`config.mk`:
```
export PLATFORM = sky130hd
export DESIGN_NAME = pingpong_ctrl
export DESIGN_NICKNAME = d
export VERILOG_FILES = /design/src/rtl/pingpong_ctrl.sv
export SDC_FILE = /design/constraint.sdc
export NUM_CORES = 1
export LEC_CHECK = 0
export BUFFER_PORTS_ARGS = -buffer_cell sky130_fd_sc_hd__buf_2
export CAP_MARGIN = 0
export CORE_ASPECT_RATIO = 2
export CORE_MARGIN = 3
export CORE_UTILIZATION = 40
export DETAILED_ROUTE_END_ITERATION = 16
export PLACE_DENSITY_LB_ADDON = 0.15
export SYNTH_ARGS = -nofsm -noshare
export SYNTH_HDL_FRONTEND = slang
export SYNTH_SLANG_ARGS = --single-unit
```
`constraint.sdc`:
```
create_clock -name i_clk -period 5.6 [get_ports i_clk]
set_clock_uncertainty 0.15 [all_clocks]
set_input_delay 1.12 -clock i_clk [delete_from_list [all_inputs] [get_ports i_clk]]
set_output_delay 1.12 -clock i_clk [all_outputs]
set_load 0.05 [all_outputs]
```
`src/rtl/pingpong_ctrl.sv`:
```
// Ping-pong input buffer sequencer: counts loader beats into the fill bank, swaps banks
// once a frame is complete and the drain bank is idle, then streams read addresses out.
module pingpong_ctrl #(
    parameter int FRAME_DEPTH = 1024,
    parameter int ADDR_W      = 16,
    parameter int FCNT_W      = 8
) (
    input  logic              i_clk,
    input  logic              i_rst_n,
    input  logic              i_enable,
    input  logic              i_data_din_vld,
    output logic              o_din_ready,
    output logic [ADDR_W-1:0] o_wr_addr,
    output logic              o_wr_en,
    output logic              o_switch_pingpong,
    output logic              o_bank_sel,
    output logic [ADDR_W-1:0] o_conv_addr,
    output logic              o_rd_vld,
    input  logic              i_conv_rdy,
    output logic              o_pl_buffer_ready,
    output logic              o_frame_done,
    output logic [FCNT_W-1:0] o_frame_cnt,
    output logic              o_ovf_err
);

    typedef enum logic {WR_FILL = 1'b0, WR_FULL = 1'b1} wr_state_t;
    typedef enum logic {RD_IDLE = 1'b0, RD_RUN  = 1'b1} rd_state_t;

    localparam logic [ADDR_W-1:0] LAST_ADDR = ADDR_W'(FRAME_DEPTH - 1);
    localparam logic [ADDR_W-1:0] ZERO_ADDR = {ADDR_W{1'b0}};

    function automatic logic is_last(input logic [ADDR_W-1:0] addr);
        return (addr == LAST_ADDR);
    endfunction

    wr_state_t         wr_state_r, wr_state_s;
    rd_state_t         rd_state_r, rd_state_s;
    logic [ADDR_W-1:0] wr_addr_r, wr_addr_s;
    logic [ADDR_W-1:0] conv_addr_r, conv_addr_s;
    logic              swap_r, swap_s;
    logic              bank_sel_r, bank_sel_s;
    logic              buf_ready_r, buf_ready_s;
    logic [FCNT_W-1:0] frame_cnt_r, frame_cnt_s;
    logic              ovf_err_r, ovf_err_s;

    logic din_ready_s;
    logic wr_en_s;
    logic rd_vld_s;
    logic rd_acc_s;
    logic frame_done_s;
    logic swap_go_s;

    // Handshake decode, next-state logic for both FSMs and the swap scheduler
    always_comb begin
        wr_state_s   = wr_state_r;
        rd_state_s   = rd_state_r;
        wr_addr_s    = wr_addr_r;
        conv_addr_s  = conv_addr_r;
        bank_sel_s   = bank_sel_r;
        buf_ready_s  = buf_ready_r;
        frame_cnt_s  = frame_cnt_r;
        ovf_err_s    = ovf_err_r;

        din_ready_s  = (wr_state_r == WR_FILL);
        wr_en_s      = i_data_din_vld & din_ready_s & i_enable;
        rd_vld_s     = (rd_state_r == RD_RUN) & i_enable;
        rd_acc_s     = rd_vld_s & i_conv_rdy;
        frame_done_s = rd_acc_s & is_last(conv_addr_r);
        // The swap fires at the end of the pulse cycle; a pulse that lands while
        // disabled is dropped and the swap condition is simply re-evaluated.
        swap_go_s    = swap_r & i_enable;
        swap_s       = (wr_state_r == WR_FULL) & (rd_state_r == RD_IDLE)
                       & i_enable & ~swap_r;

        case (wr_state_r)
            WR_FILL: begin
                if (wr_en_s) begin
                    if (is_last(wr_addr_r)) begin
                        wr_state_s = WR_FULL;
                    end else begin
                        wr_addr_s = wr_addr_r + ADDR_W'(1);
                    end
                end else begin
                    wr_addr_s = wr_addr_r;
                end
            end
            WR_FULL: begin
                if (swap_go_s) begin
                    wr_state_s = WR_FILL;
                    wr_addr_s  = ZERO_ADDR;
                end else begin
                    wr_state_s = WR_FULL;
                end
            end
            default: begin
                wr_state_s = WR_FILL;
                wr_addr_s  = ZERO_ADDR;
            end
        endcase

        case (rd_state_r)
            RD_IDLE: begin
                if (swap_go_s) begin
                    rd_state_s  = RD_RUN;
                    conv_addr_s = ZERO_ADDR;
                end else begin
                    rd_state_s  = RD_IDLE;
                end
            end
            RD_RUN: begin
                if (rd_acc_s) begin
                    if (is_last(conv_addr_r)) begin
                        rd_state_s  = RD_IDLE;
                        conv_addr_s = ZERO_ADDR;
                    end else begin
                        conv_addr_s = conv_addr_r + ADDR_W'(1);
                    end
                end else begin
                    conv_addr_s = conv_addr_r;
                end
            end
            default: begin
                rd_state_s  = RD_IDLE;
                conv_addr_s = ZERO_ADDR;
            end
        endcase

        if (swap_go_s) begin
            bank_sel_s  = ~bank_sel_r;
            buf_ready_s = 1'b1;
        end else if (frame_done_s) begin
            buf_ready_s = 1'b0;
        end else begin
            buf_ready_s = buf_ready_r;
        end

        if (frame_done_s) begin
            frame_cnt_s = frame_cnt_r + FCNT_W'(1);
        end else begin
            frame_cnt_s = frame_cnt_r;
        end

        if (i_data_din_vld & ~din_ready_s & i_enable) begin
            ovf_err_s = 1'b1;
        end else begin
            ovf_err_s = ovf_err_r;
        end
    end

    // State and counter registers; asynchronous reset discards any partial frame
    always_ff @(posedge i_clk or negedge i_rst_n) begin
        if (!i_rst_n) begin
            wr_state_r  <= WR_FILL;
            rd_state_r  <= RD_IDLE;
            wr_addr_r   <= ZERO_ADDR;
            conv_addr_r <= ZERO_ADDR;
            swap_r      <= 1'b0;
            bank_sel_r  <= 1'b0;
            buf_ready_r <= 1'b0;
            frame_cnt_r <= {FCNT_W{1'b0}};
            ovf_err_r   <= 1'b0;
        end else if (i_enable) begin
            wr_state_r  <= wr_state_s;
            rd_state_r  <= rd_state_s;
            wr_addr_r   <= wr_addr_s;
            conv_addr_r <= conv_addr_s;
            swap_r      <= swap_s;
            bank_sel_r  <= bank_sel_s;
            buf_ready_r <= buf_ready_s;
            frame_cnt_r <= frame_cnt_s;
            ovf_err_r   <= ovf_err_s;
        end else begin
            swap_r      <= 1'b0;
        end
    end

    assign o_din_ready       = din_ready_s;
    assign o_wr_addr         = wr_addr_r;
    assign o_wr_en           = wr_en_s;
    assign o_switch_pingpong = swap_go_s;
    assign o_bank_sel        = bank_sel_r;
    assign o_conv_addr       = conv_addr_r;
    assign o_rd_vld          = rd_vld_s;
    assign o_pl_buffer_ready = buf_ready_r;
    assign o_frame_done      = frame_done_s;
    assign o_frame_cnt       = frame_cnt_r;
    assign o_ovf_err         = ovf_err_r;

endmodule

```
# After elaboration in Yosys (flattened, before gate mapping)
# Cells that the tools add are included.
# totals
regBits	46
input_bits	5
out_inout_bits	48
wordCells	59
# classes
n_addsub	3
bitwise_logic	15
muxes	18
n_reduce_logical	7
n_eq_ne	7
# op_table
cell	n
$mux 16	5
$pmux 16 s2	2
$add 16x1->16 const B	2
$eq 16x10->1 const B	2
$and 1x1->1	11
$mux 1	9
$add 8x1->8 const B	1
$reduce_and 2->1	4
$ne 2x2->1 const B	3
$ne 2x1->1 const B	2
$not 1->1	4
$pmux 1 s2	2
$reduce_and 4->1	1
$reduce_and 3->1	1
$reduce_bool 2->1	1

# Depth between registers and ports, before layout
# depth
ltp_word	5
mapped_depth	6
mapped_depth_nobuf	5

# Least setup slack after synthesis
# No wires, ideal clock.
# synth_timing
path_type	in2out
from	input i_enable
to	output o_frame_done
stages	4
t_required_ns	4.330
setup_slack_ns	1.831
n_path_buf	1
t_arrival_ns	2.499
path_cell_list	clkbuf_1 > and3_1 > nand2_1 > nor2_1
# synth_via
elab_chain_cells	3
# synth_lines
item	line	source
from (decl)	10	input logic i_enable,
$and 1x1->1	66	rd_vld_s = (rd_state_r == RD_RUN) & i_enable;
$and 1x1->1	67	rd_acc_s = rd_vld_s & i_conv_rdy;
$and 1x1->1	68	frame_done_s = rd_acc_s & is_last(conv_addr_r);
to (decl)	21	output logic o_frame_done,
# Every way passes these cells.

# Final worst setup path
# Ends and elaborated chain as after synthesis.

==> results.txt <==
From bottom edge to top edge, the die measures 120 um. In this run, synthesis produced a sequential element count of 46. Of the synthesized area, sequential elements account for 44.6%. The aggregate routed wire length was 6790 um. The starting utilization of the core area was 42.2%.

Total power: 1.36 mW. The core utilization of the finished layout was 49.7%; the highest net fanout along the worst path was 19. The number of ports placed on the die boundary is 53, and the count of antenna diodes in the layout is 0. Setup repair after global routing left no endpoint under its margin. The startpoint type of the worst setup path is a primary input.

The via count of the first global-routing pass was 2313; the cell count after synthesis was 270. The die covers 7500 um2. Start-to-end type of the worst setup path: in -> out. The count of flip-flops with a built-in enable after synthesis came out at 0. The run gives 46 as the number of sinks handled by clock tree synthesis. The area growth from synthesis to layout is 17.7%.

The wire-length estimate of the detail-placed layout is 4980 um. The number of warnings printed during yosys synthesis is 0, and the pin count of the biggest net entering global routing is 47. Buffer type at the clock tree root: sky130_fd_sc_hd__clkbuf_16. The violation count after the first detailed-route iteration is 132, and the final cell area excluding filler cells is 3030 um2. In the layout the commonest cells are sky130_fd_sc_hd__buf_2, sky130_fd_sc_hd__dfrtp_1, sky130_fd_sc_hd__nand2_1, sky130_fd_sc_hd__nor2_1.

In this run the core area contains 40 standard-cell rows. The hold-fix buffer count after cts was 0; the power density relative to cell area was 449 nW/um2. For the area used by sequential logic in the layout, the log shows 1150 um2.

The most common library cell in the layout ignoring fill and taps is sky130_fd_sc_hd__buf_2. The final layout contains 326 nets. In the final routed layout, each cell accounts on average for 16.9 um. The first detailed-routing pass took 4 iterations. The depth of the most critical reg-to-reg path was 4.

In the global route stage, overall resource usage came out at 18.7%. At the worst endpoint, the required time is 4.33 ns. The peak supply drop was 0.377 mV; the clock-pin slew on the worst setup and hold paths was 0.06 ns. The detail route stage leaves a number of antenna-violating nets equal to 0. The tools report the number of gates resized after cts as 0.

Of the cells placed in the final design, the portion with a size suffix greater than 1 is 22.0%. The run gives 2 as the total number of H-tree levels. For the pin with the worst max-slew slack, the measured transition is 1.20 ns. Across all layers, the routed design uses 2340 vias.

The final weighted congestion in routability-driven placement came out at 0.832. The tools report the total congestion overflow as 0. In this run the deepest clock path goes through 2 buffers. The number of vias per cell after detailed routing was 5.82; the met2 layer usage reported by global route was 36.1%. In the global route stage, met3 resource usage came out at 3.00%.

Summing every instance area after synthesis gives 2580 um2. The logs give 0 for the count of maximum capacitance violations and 2.45 ns for the data arrival at the endpoint of the critical path. The critical path startpoint was i_enable.

The logs give 49 for the post-synthesis cell type count and 0 for the total setup violations reported at the end of the flow. The area of the core came out at 6110 um2. On the critical path, the stage with the largest delay is an instance of sky130_fd_sc_hd__buf_2.

For the synthesized net count, the log shows 278. TritonCTS built the clock tree. The minimum clock period came out at 3.72 ns. In the routed design, unresolved DRC markers number 0.

The final critical-path share of the clock period works out to 66.5%. Derived from the worst setup path, the maximum achievable clock frequency is 0.269 GHz. The most common cell type on the critical path is sky130_fd_sc_hd__buf_2.

The first global-routing pass estimated 11100 um of wire. In this run the horizontal extent of the chip is 62.8 um. The layer with the highest usage is met2. The run finished with clean final reports. The min-delay analysis places its worst path in the category reg -> reg. The dominant synthesized flop cell was sky130_fd_sc_hd__dfrtp_1.

The run gives 0 as the number of setup buffers added after CTS. For the number of clock buffers inserted by TritonCTS, the log shows 5. Leaving out filler cells and counting taps, the final layout contains 402. Each instance of the synthesized netlist takes up on average 9.55 um2. Summing all placed instances gives a cell area of 2900 um2. The start of the worst register-to-register path was o_conv_addr[3].

The logs give 395 for the cell count after placement and 0 for the number of antenna violations at the first check in global routing. The total area of multi-input combinational cells came out at 1360 um2. Endpoint class of the critical path: a primary output. Worst stage delay on the critical path: 0.32 ns. The count of endpoints failing hold in the final timing report is 0.

The tools report the clock latency on the worst-skew pair as 0.29 ns. After synthesis, the share of flip-flops with an asynchronous set or reset is 100%. The run gives 0 ns as the setup total negative slack. Walking the worst path, the cells encountered are buf_2 > and3_1 > nand2_1 > nor2_1 > buf_2.

The tools report the tightest slew margin relative to the limit as 20.2%. The startpoint of the lowest-slack hold path is o_ovf_err. The met1 usage was 18.9%; the number of buffers inserted by port buffering was 52.

Counting the fill cells in the layout gives 602. The run gives 0 as the final number of max-transition violations. The hold path depth is 1. In this run the static leakage power is 1.40 nW.
[synthesized netlist by cell type (all sizes together), types with 2 or more instances]
| library cell | count | share of area [%] |
|---|---|---|
| a211oi | 2 | 0.58 |
| a21o | 2 | 0.58 |
| a21oi | 11 | 2.1 |
| a221o | 3 | 1.2 |
| a22oi | 2 | 0.58 |
| a41oi | 2 | 0.97 |
| and2 | 7 | 1.7 |
| and3 | 7 | 1.7 |
| and4 | 4 | 1.4 |
| buf | 3 | 0.58 |
| clkbuf | 8 | 1.2 |
| dfrtp | 46 | 45 |
| ha | 3 | 1.5 |
| inv | 6 | 0.87 |
| mux2 | 2 | 1.0 |
| nand2 | 27 | 3.9 |
| nand2b | 2 | 0.49 |
| nand3 | 12 | 2.5 |
| nand4 | 14 | 3.4 |
| nor2 | 15 | 2.2 |
| nor2b | 3 | 0.73 |
| nor3 | 7 | 1.4 |
| nor3b | 2 | 0.58 |
| nor4 | 9 | 2.8 |
| o211ai | 10 | 2.9 |
| o21ai | 14 | 2.7 |
| o31ai | 4 | 1.2 |
| or2 | 2 | 0.49 |
| or3 | 6 | 1.5 |
| or4 | 8 | 2.5 |
| xnor2 | 2 | 0.68 |
| xor2 | 13 | 4.4 |
[worst max-delay path, delay by kind of cell]
kind                   cells  cell delay (ns)
and+or+nand+nor            3             0.75
buffers and inverters      2             0.58
[state kept, by name, summed over array words and instances, names as in the netlist]
register	count
o_ovf_err	1
o_pl_buffer_ready	1
o_conv_addr	16
rd_state_r	1
o_bank_sel	1
swap_r	1
o_frame_cnt	8
wr_state_r	1
o_wr_addr	16
[stage by stage]
| step | hold WS [ns] | worst slack [ns] |
|---|---|---|
| 2_1_floorplan | 0.355 | 1.83 |
| 3_3_place_gp | 0.287 | 1.91 |
| 3_5_place_dp | 0.295 | 1.87 |
| 4_1_cts | 0.309 | 1.87 |
| 5_1_grt | 0.320 | 1.73 |
| 6_report | 0.305 | 1.88 |
[cell type report]
type	count	share of cell area (%)
clock buffer	5	4.12
clock inverter	2	0.330
inverter	6	0.742
multi-input combinational	207	44.8
sequential	46	37.9
tap	84	3.46
timing repair buffer	52	8.58
[report_power, final]
group          leakage, nW  switching (mW)  total, mW  internal, mW
Clock               0.0694           0.125      0.286         0.161
Sequential           0.581           0.107      0.503         0.397
Combinational        0.750           0.420      0.573         0.153
Total                 1.40           0.651       1.36         0.712
[kinds of logic (layout without fill, tap and decap cells)]
| kind of cell | Yosys count | after routing | share of synthesized area [%] |
|---|---|---|---|
| flip-flops | 46 | 46 | 44.6 |
| buffers and inverters | 17 | 65 | 2.62 |
| multiplexers | 3 | 3 | 1.41 |
| adder cells (fa/ha/maj) | 3 | 3 | 1.46 |
| XOR/XNOR | 15 | 15 | 5.09 |
| AND/OR/NAND/NOR | 127 | 127 | 28.0 |
| AO/OA/AOI/OAI | 59 | 59 | 16.7 |
[per-layer routing]
metal,part of all wire [%],vias up
met4,3.0,0
met2,56,58
met3,3.5,15
li1,-,1118
met5,0,-
met1,38,1149
[path summary, 6_finish.rpt]
path / to / slack [ns]
setup reg to reg: o_conv_addr[4] / 2.92
hold reg to reg: o_ovf_err / 0.31
max in group asynchronous: o_conv_addr[6] / 3.77
setup / recovery: o_frame_done / 1.88
min in group asynchronous: o_frame_cnt[0] / 0.87
hold / removal: o_ovf_err / 0.31
Note: power is estimated with default switching activity, not from simulation.
